$ cat config.mk
export PLATFORM = sky130hd
export DESIGN_NAME = perm_out
export DESIGN_NICKNAME = d
export VERILOG_FILES = /design/src/rtl/perm_out.sv
export SDC_FILE = /design/constraint.sdc
export NUM_CORES = 1
export LEC_CHECK = 0
export CAP_MARGIN = 0
export CORE_MARGIN = 2
export CORE_UTILIZATION = 55
export CTS_CLUSTER_DIAMETER = 120
export DETAILED_ROUTE_END_ITERATION = 8
export PLACE_DENSITY = 0.84
export SETUP_SLACK_MARGIN = 0.15
export SYNTH_ARGS = -nofsm -noshare
export SYNTH_HDL_FRONTEND = slang
export SYNTH_SLANG_ARGS = --single-unit
$ cat constraint.sdc
create_clock -name clk -period 15.25 [get_ports clk]
set_input_delay 1.525 -clock clk [delete_from_list [all_inputs] [get_ports clk]]
set_output_delay 1.525 -clock clk [all_outputs]
set_load 0.02 [all_outputs]
$ cat src/rtl/perm_out.sv
// perm_out: streams the finished Keccak state out of the state memory,
// lane by lane in x-fastest order, through a 3-entry FIFO that absorbs
// downstream backpressure without ever dropping a returning read.
module perm_out #(
  parameter int OUT_LANES = 25,
  parameter int DW        = 64
) (
  input  logic          clk,
  input  logic          rst,
  input  logic          start,
  output logic          busy,
  output logic          done,
  output logic [2:0]    mrx,
  output logic [2:0]    mry,
  input  logic [DW-1:0] mrd,
  output logic          pushout,
  input  logic          stopout,
  output logic          firstout,
  output logic [DW-1:0] dout
);

  localparam logic [4:0] N_L    = 5'(OUT_LANES);
  localparam logic [4:0] LAST_L = 5'(OUT_LANES - 1);

  typedef enum logic [1:0] {IDLE, READ, DRAIN} state_t;
  state_t state, state_n;

  logic [4:0]    icnt;       // lanes issued so far
  logic [4:0]    acnt;       // lanes accepted downstream
  logic          av, av_first; // address on mrx/mry is a live read
  logic          rv, rv_first; // mrd carries live read data this cycle
  logic [DW-1:0] fdat [0:2];
  logic          ffst [0:2];
  logic [1:0]    cnt, hp, wi;
  logic [2:0]    wsum;
  logic          head_ok, xfer, fpop, fwr, last, can_issue, issue;

  // Output head: FIFO head if occupied, else the read data arriving on mrd.
  // The bypass gives first-lane latency of two cycles; a stalled bypassed
  // lane is captured into the FIFO so it stays stable on the next cycle.
  always_comb begin
    head_ok   = (cnt != 2'd0);
    pushout   = head_ok | rv;
    dout      = head_ok ? fdat[hp] : (rv ? mrd : '0);
    firstout  = head_ok ? ffst[hp] : (rv & rv_first);
    xfer      = pushout & ~stopout;
    fpop      = xfer & head_ok;
    fwr       = rv & ~(xfer & ~head_ok);
    last      = xfer && (acnt == LAST_L);
    // Count every lane that could still land in the FIFO: stored entries,
    // data on mrd now, and the address currently presented.
    can_issue = (3'(cnt) + 3'(rv) + 3'(av)) < 3'd3;
    issue     = (state == READ) && (icnt != N_L) && can_issue;
    wsum      = 3'(hp) + 3'(cnt);
    wi        = (wsum >= 3'd3) ? 2'(wsum - 3'd3) : wsum[1:0];
    busy      = (state != IDLE);
  end

  // Next-state logic: lane 0 is issued on the start edge, READ issues the rest.
  always_comb begin
    state_n = state;
    case (state)
      IDLE:    if (start) state_n = READ;
      READ:    if ((icnt == N_L) || (issue && (icnt == LAST_L))) state_n = DRAIN;
      DRAIN:   if (last) state_n = IDLE;
      default: state_n = IDLE;
    endcase
  end

  // State register.
  always_ff @(posedge clk) begin
    if (rst) state <= IDLE;
    else     state <= state_n;
  end

  // Read issue, read pipeline, accept counting and the done pulse.
  always_ff @(posedge clk) begin
    if (rst) begin
      icnt     <= '0;
      acnt     <= '0;
      mrx      <= '0;
      mry      <= '0;
      av       <= 1'b0;
      av_first <= 1'b0;
      rv       <= 1'b0;
      rv_first <= 1'b0;
      cnt      <= '0;
      hp       <= '0;
      done     <= 1'b0;
    end else begin
      rv       <= av;
      rv_first <= av_first;
      done     <= last;
      if (state == IDLE && start) begin
        mrx      <= '0;
        mry      <= '0;
        av       <= 1'b1;
        av_first <= 1'b1;
        icnt     <= 5'd1;
      end else if (issue) begin
        if (mrx == 3'd4) begin
          mrx <= '0;
          mry <= mry + 3'd1;
        end else begin
          mrx <= mrx + 3'd1;
        end
        av       <= 1'b1;
        av_first <= 1'b0;
        icnt     <= icnt + 5'd1;
      end else begin
        av       <= 1'b0;
        av_first <= 1'b0;
      end
      if (last)      acnt <= '0;
      else if (xfer) acnt <= acnt + 5'd1;
      if (fpop) hp <= (hp == 2'd2) ? 2'd0 : hp + 2'd1;
      cnt <= cnt + 2'(fwr) - 2'(fpop);
    end
  end

  // FIFO storage; contents are only visible through the count, so no reset.
  always_ff @(posedge clk) begin
    if (fwr) begin
      fdat[wi] <= mrd;
      ffst[wi] <= rv_first;
    end
  end

endmodule

==> results of run 1 <==
[per-layer routing]
metal | track usage | wire length, microns
met5 | 0 | 0
met4 | 0.0532 | 294
met3 | 0.0309 | 1120
met2 | 0.373 | 10100
met1 | 0.275 | 8290
[synthesized netlist by cell type, types with 2 or more instances]
cell type	number	area (sq um)
nor4_1	6	37.5
nand3_1	82	410
fa_1	2	40.0
edfxtp_1	195	5860
or4_1	4	30.0
nor2b_1	4	25.0
nand4b_1	2	17.5
o21ai_0	70	350
dfxtp_1	29	581
mux2_2	66	743
or3_1	3	18.8
a21oi_1	11	55.1
clkbuf_1	23	86.3
o211a_1	2	20.0
nand4_1	2	12.5
xnor2_1	2	17.5
mux2i_1	73	731
nand2_1	3	11.3
or2_2	2	12.5
buf_2	21	105
o31ai_1	4	30.0
nor2_1	8	30.0
nand3b_1	6	45.0
inv_1	16	60.1
nor3_1	2	10.0
ha_1	13	163
nand2b_1	3	18.8
[worst max path at each step]
stage	end	slack [ns]	cells after the start
after floorplan	fdat[1][0]	9.57	3
after global placement	dout[63]	10.69	4
after detailed placement	fdat[1][49]	10.63	4
after CTS	dout[63]	10.37	5
after global routing	dout[20]	10.11	5
final	dout[63]	10.37	5
[power by group]
group          switching (uW)  total, uW  internal [uW]
Combinational             338        590            252
Sequential               23.1        731            708
Clock                     214        501            288
Total                     575       1820           1250
[area by class of cell]
cell class | instances | area, sq um
Fill cell | 1113 | 5350
Clock buffer | 33 | 633
Inverter | 16 | 60.1
Multi-Input combinational cell | 382 | 2970
Clock inverter | 7 | 37.5
Timing Repair Buffer | 148 | 1460
Tap cell | 225 | 282
Sequential cell | 224 | 6440
[logic make-up after synthesis]
family                   count (synthesis)  share of synthesized area
flip-flops                             224                      0.668
AO/OA/AOI/OAI                           95                     0.0535
multiplexers                           139                      0.153
buffers and inverters                   62                     0.0277
adder cells (fa/ha/maj)                 15                     0.0210
XOR/XNOR                                 2                    0.00182
AND/OR/NAND/NOR                        131                     0.0749
[state kept, by name, indices dropped and copies added (netlist names), named ones only]
name / cells
av: 1
acnt: 5
rv: 1
ffst: 3
mrx: 3
icnt: 5
av_first: 1
cnt: 2
hp: 2
done: 1
rv_first: 1
mry: 3
state: 2
fdat: 192
[through the flow]
step | setup slack, ns | util | std cells | cell area [sq um] | total power, uW
after global placement | 10.69 | 0.651 | 995 | 11200 | 1320
after detailed placement | 10.63 | 0.651 | 995 | 11200 | 1340
after global routing | 10.11 | 0.689 | 1035 | 11900 | 1910
final | 10.37 | 0.689 | 1035 | 11900 | 1820
after CTS | 10.37 | 0.689 | 1035 | 11900 | 1840
after floorplan | 9.57 | - | 668 | 9630 | 1090
[cell usage in the layout, fill, tap and decap left out, drive strengths merged, types with 5 or more instances in the layout]
cell	synthesis	layout
a21oi	11	11
buf	23	7
clkbuf	23	33
clkdlybuf4s50	0	141
clkinv	0	5
dfxtp	29	29
edfxtp	195	195
ha	13	13
inv	16	17
mux2	66	66
mux2i	73	73
nand3	82	82
nand3b	6	6
nor2	8	8
nor4	7	7
o21ai	71	71
==> results.toml, run 1 <==
[global_routing]
grt_pass1_vias = 6094
overflow = 0
track_usage = 0.211
grt_max_degree = 97
grt_first_pass_wirelength_mm = 30.9
antenna_found_initial = 0

[detailed_routing]
wl_per_cell_microns = 19.2
drtIter0Drc = 350
drtPass1Iterations = 4
ant_nets = 0
wirelength_mm = 19.8
viasPerCell = 5.80
drc = 0
vias = 5998

[logic_synthesis]
synthFlopType = "edfxtp_1"
ys_seq_area_frac = 0.668
synth_cell_types = 41
synthesis.area_sq_um = 9630
synth_area_per_cell_sq_um = 14.4
syn_inst = 668
synth_nets = 751
synth_seq_cells = 224
synth_edf_count = 195
synthArstFlopShare = 0
ys_warn_count = 0

[die]
core_sq_um = 17200
rows = 48
die_h_microns = 136
dieArea_sq_um = 18600
dieWidth_microns = 136
start_util = 0.559
ioPinCount = 142

[timing]
fin_crit_sh = 0.320
slew_headroom = 0.282
fin_setup_tns_ns = 0
slew_viol_final = 0
max_freq_mhz = 205
finalSetupViolCount = 0
period_minus_slack_ns = 4.88
worst_pin_slew_ns = 1.07
hold_ws_ns = 0.454
rsz0062_at_grt = "no"
clock_skew_ns = 0.0134
hold_viol_final = 0

[clocking]
cts_tree = "done"
cts_buffers = 23
post_cts_buffers = 0
clockRootBuffer = "clkbuf_16"
cts_max_level = 1
clkTransAtPathRegs_ns = 0.06
postCtsHoldBufs = 0
cts-resized-gates = 0
clock_sinks = 224
cts_buffer_depth = 3
clk_latency_ns = 0.49

[worst_setup_path]
r2r-start = "cnt[0]"
rrSetupSlack_ns = 11.50
start_kind = "flop"
cp_cell_sequence = "nor2_4 -> buf_4 -> nand3_1 -> o21ai_0 -> clkdlybuf4s50_1"
path_buf_inv = 2
crit_path_start = "cnt[1]"
r2r_cells = 8
critPathTopFamily = "buffers and inverters"
worst_path_max_delay_cell = "buf_4"
end_kind = "output port"
worstReg2RegEnd = "fdat[1][31]"
crit_type = "reg -> out"
required_ns = 13.73
cp.arrival_ns = 3.36
slowest_delay_ns = 0.75
worst-path-max-fanout = 96

[min_path]
hp-start = "av_first"
holdCritPathClass = "reg -> reg"
whs_path_depth = 1
min_to = "rv_first"

[power]
vdd_ir_drop_max_uv = 93.7
p_per_area_nw_per_um2 = 153
leakage_uw = 0.00376

[placed_design]
gp_congestion = 0.790
dp_hpwl_mm = 12.2
place.port_buffers = 141

[cells_and_area]
area_growth_pct = 23.4
drive_above_1_share = 0.141
final_nets = 878
antenna_cells = 0

[job]
cap_violations = 0

[outcome]
status = "complete, no violations"
(Power assumes the default switching activity.)
==> inputs of run 2 (changes only) <==
--- a/config.mk
+++ b/config.mk
@@ -7,10 +7,10 @@
 export LEC_CHECK = 0
 export CAP_MARGIN = 0
 export CORE_MARGIN = 2
-export CORE_UTILIZATION = 55
+export CORE_UTILIZATION = 49
 export CTS_CLUSTER_DIAMETER = 120
 export DETAILED_ROUTE_END_ITERATION = 8
-export PLACE_DENSITY = 0.84
+export PLACE_DENSITY = 0.79
 export SETUP_SLACK_MARGIN = 0.15
 export SYNTH_ARGS = -nofsm -noshare
 export SYNTH_HDL_FRONTEND = slang
==> constraint.sdc (replaced) <==
create_clock -name clk -period 4 [get_ports clk]
set_input_delay 0.4 -clock clk [delete_from_list [all_inputs] [get_ports clk]]
set_output_delay 0.4 -clock clk [all_outputs]
set_load 0.02 [all_outputs]
==> results.toml, run 2 (synthesis results as in run 1) <==
[outcome]
status = "complete, no violations"

[cells_and_area]
largest-register = "fdat"
final_common_cell = "edfxtp_1"
final_cell_mix = "195 x edfxtp_1, 141 x clkdlybuf4s50_1, 82 x nand3_1"
final_nets = 883
area_growth_pct = 25.1
largest_register_ffs = 192
top_regs = "fdat: 192 flops, acnt: 5 flops, icnt: 5 flops"
fin_area_sq_um = 12000
drive_above_1_share = 0.151
antenna_cells = 0

[timing]
max_freq_mhz = 303
slew_viol_final = 0
clock_skew_ns = 0.0123
rsz0062_at_grt = "no"
finalSetupViolCount = 0
hold_viol_final = 0
slew_headroom = 0.305
fin_setup_tns_ns = 0
worst_pin_slew_ns = 1.03
period_minus_slack_ns = 3.30
fin_crit_sh = 0.825

[clocking]
post_cts_buffers = 0
cts_tree = "done"
clock_sinks = 224
clockRootBuffer = "clkbuf_16"
clk_latency_ns = 0.49
cts_buffer_depth = 3
cts_buffers = 22
clkTransAtPathRegs_ns = 0.06
postCtsHoldBufs = 0
cts-resized-gates = 0
cts_max_level = 1

[die]
die_h_microns = 144
start_util = 0.497
ioPinCount = 142
dieWidth_microns = 144
core_sq_um = 19400
dieArea_sq_um = 20800
rows = 51

[worst_setup_path]
worst-path-max-fanout = 39
crit_type = "reg -> out"
start_kind = "flop"
required_ns = 3.60
rrSetupSlack_ns = 0.95
end_kind = "output port"
cp.arrival_ns = 2.90

[detailed_routing]
wirelength_mm = 20.3
drc = 0
wl_per_cell_microns = 18.7
ant_nets = 0
drtPass1Iterations = 5
vias = 6035
drtIter0Drc = 387
viasPerCell = 5.58

[global_routing]
overflow = 0
grt_pass1_vias = 6208
track_usage = 0.192
grt_first_pass_wirelength_mm = 31.5
grt_max_degree = 117
antenna_found_initial = 0

[power]
vdd_ir_drop_max_uv = 348
leakage_uw = 0.00382
p_per_area_nw_per_um2 = 589

[placed_design]
place.port_buffers = 141
place_area_sq_um = 11300
gp_congestion = 0.840
dp_hpwl_mm = 12.7

[min_path]
holdCritPathClass = "reg -> reg"

[job]
cap_violations = 0
[run 2: cell types whose count changed in the layout (fill, tap and decap cells not counted)]
cell	previous run	this run
buf_4	7	10
buf_12	0	3
bufinv_16	0	2
clkinv_2	2	5
inv_6	1	0
clkbuf_1	8	5
clkbuf_8	2	0
clkinvlp_2	0	1
[run 2: final timing paths]
| kind | endpoint | cells after the start | startpoint |
|---|---|---|---|
| setup / recovery | dout[37] | 5 | flop |
| hold reg to reg | rv_first | 1 | av_first |
| setup reg to reg | fdat[1][39] | 8 | cnt[0] |
| hold / removal | rv_first | 1 | av_first |
[run 2: metal layers]
layer	vias up	wire (microns)	GRT usage
li1	2829	-	-
met1	2984	8430	0.242
met2	190	10200	0.345
met3	32	1310	0.0338
met4	0	355	0.0470
met5	-	0	0
[run 2: area by class of cell]
cell class / count / area (sq um)
Fill cell: 1459 / 7350
Timing Repair Buffer: 154 / 1550
Sequential cell: 224 / 6440
Clock buffer: 28 / 594
Clock inverter: 12 / 109
Tap cell: 265 / 332
Inverter: 16 / 60.1
Multi-Input combinational cell: 382 / 2970
[run 2: through the flow]
step	power [uW]	hold slack (ns)	worst slack (ns)	utilization	cells
5_1_grt	7410	0.499	0.555	0.621	1081
4_1_cts	7150	0.473	0.685	0.621	1081
3_5_place_dp	5160	0.461	0.932	0.585	1041
2_1_floorplan	4180	0.414	0.276	-	668
3_3_place_gp	5090	0.458	1.04	0.585	1041
6_report	7090	0.474	0.702	0.621	1081
[run 2: critical path, cell delays in order (launching register included)]
cell,delay [ns]
dfxtp_2,0.80
buf_12,0.32
mux2_2,0.20
mux2i_1,0.05
o21ai_0,0.33
clkdlybuf4s50_1,0.67
[run 2: report_power, final]
part	switching, uW	internal, uW	total (uW)
Clock	813	1180	1990
Sequential	97.9	2700	2800
Combinational	1300	1000	2300
==> inputs of run 3 (changes only) <==
==> constraint.sdc (replaced) <==
create_clock -name clk -period 2.8 [get_ports clk]
set_input_delay 0.28 -clock clk [delete_from_list [all_inputs] [get_ports clk]]
set_output_delay 0.28 -clock clk [all_outputs]
set_load 0.02 [all_outputs]
==> results.toml, run 3 (synthesis results as in run 1) <==
[outcome]
status = "complete, no violations"

[cells_and_area]
final_cell_mix = "195 x edfxtp_1, 82 x nand3_1, 77 x clkdlybuf4s50_1"
final_nets = 911
top_regs = "fdat: 192 flops, acnt: 5 flops, icnt: 5 flops"
final_common_cell = "edfxtp_1"
area_growth_pct = 32.5
fin_util = 0.658
largest-register = "fdat"
antenna_cells = 0
drive_above_1_share = 0.196
largest_register_ffs = 192

[power]
p_per_area_nw_per_um2 = 825
leakage_uw = 0.00487
p_total_uw = 10500
vdd_ir_drop_max_uv = 679

[clocking]
cts_tree = "done"
cts_buffer_depth = 3
clock_sinks = 224
cts_buffers = 23
clockRootBuffer = "clkbuf_16"
clkTransAtPathRegs_ns = 0.06
postCtsHoldBufs = 0
cts_max_level = 1
clk_latency_ns = 0.50

[placed_design]
post-place-ws_ns = 0.108
place.port_buffers = 141
gp_congestion = 0.857
dp_hpwl_mm = 12.7

[detailed_routing]
vias = 6137
ant_nets = 0
drtPass1Iterations = 5
drtIter0Drc = 361
drc = 0
viasPerCell = 5.54
wirelength_mm = 21.6
wl_per_cell_microns = 19.5

[worst_setup_path]
crit_type = "reg -> reg"
start_kind = "flop"
worstReg2RegEnd = "fdat[0][40]"
r2r-start = "cnt[0]"
r2r_cells = 12
rrSetupSlack_ns = 0.08
cp.arrival_ns = 2.93
worst-path-max-fanout = 5
required_ns = 3.01
end_kind = "flop"

[die]
rows = 51
die_h_microns = 144
ioPinCount = 142
dieWidth_microns = 144
dieArea_sq_um = 20800
core_sq_um = 19400
start_util = 0.497

[timing]
clock_skew_ns = 0.0143
finalSetupViolCount = 0
period_minus_slack_ns = 2.72
hold_ws_ns = 0.418
worst_pin_slew_ns = 0.632
finalWorstSetupSlack_ns = 0.0771
slew_headroom = 0.575
max_freq_mhz = 367
slew_viol_final = 0
fin_crit_sh = 0.972
hold_viol_final = 0
rsz0062_at_grt = "yes"

[global_routing]
track_usage = 0.195
antenna_found_initial = 0
met1_usage = 0.251
grt_first_pass_wirelength_mm = 31.8
grt_max_degree = 101
grt-busiest-layer = "met2"
overflow = 0
use_met3 = 0.0487
grt_pass1_vias = 6063
met2_usage = 0.329

[job]
cap_violations = 0

[min_path]
whs_path_depth = 1
hp-start = "mrd[20]"
holdCritPathClass = "in -> reg"
min_to = "fdat[2][20]"
## run 3: worst max-delay path by stage
stage / startpoint / to / cells after the start
finish: cnt[0] / fdat[0][40] / 12
global route: cnt[0] / fdat[0][40] / 12
CTS: flop / dout[58] / 5
detailed placement: cnt[1] / fdat[1][60] / 7
global placement: cnt[0] / fdat[1][58] / 8
floorplan: cnt[0] / fdat[1][0] / 7
## run 3: what timing repair did
| action | 4_1_cts | 5_1_grt |
|---|---|---|
| buffers inserted | 9 | 5 |
| resized for setup | 31 | 62 |
| pin swaps | 1 | 5 |
| setup endpoints to repair | 101 | 189 |
| gates cloned | 3 | 5 |
## run 3: report_power, final
| part | internal (uW) | switching (uW) |
|---|---|---|
| combinational | 1570 | 2000 |
| clock | 1790 | 1220 |
| sequential | 3860 | 88.8 |
| total | 7220 | 3310 |
## run 3: worst max-delay path, cell delays in order (launching register included)
cell and delay [ns]:
dfxtp_4 0.35, buf_6 0.10, ha_4 0.12, inv_2 0.03, fa_1 0.53, inv_2 0.06
ha_4 0.15, nand3b_1 0.18, mux2_4 0.33, nor2_4 0.16, buf_6 0.17, buf_6 0.13
clkbuf_16 0.14
## run 3: stage by stage
stage | TNS (ns) | instance area (sq um) | std cells
6_report | 0 | 12800 | 1108
5_1_grt | 0 | 12800 | 1108
4_1_cts | 0 | 12400 | 1098
3_5_place_dp | 0 | 11500 | 1046
3_3_place_gp | 0 | 11500 | 1046
2_1_floorplan | -65.54 | 9670 | 668
## run 3: layout make-up
type	instances	area, sq um
tap	265	332
clock inverter	15	165
fill	1352	6640
multi-input combinational	382	3010
timing repair buffer	181	2160
sequential	224	6450
clock buffer	25	583
inverter	16	60.1
## run 3: metal layers
layer	routed length, microns	share of wire
met2	10600	0.49
met5	0	0
met1	8760	0.41
met4	450	0.021
met3	1700	0.079
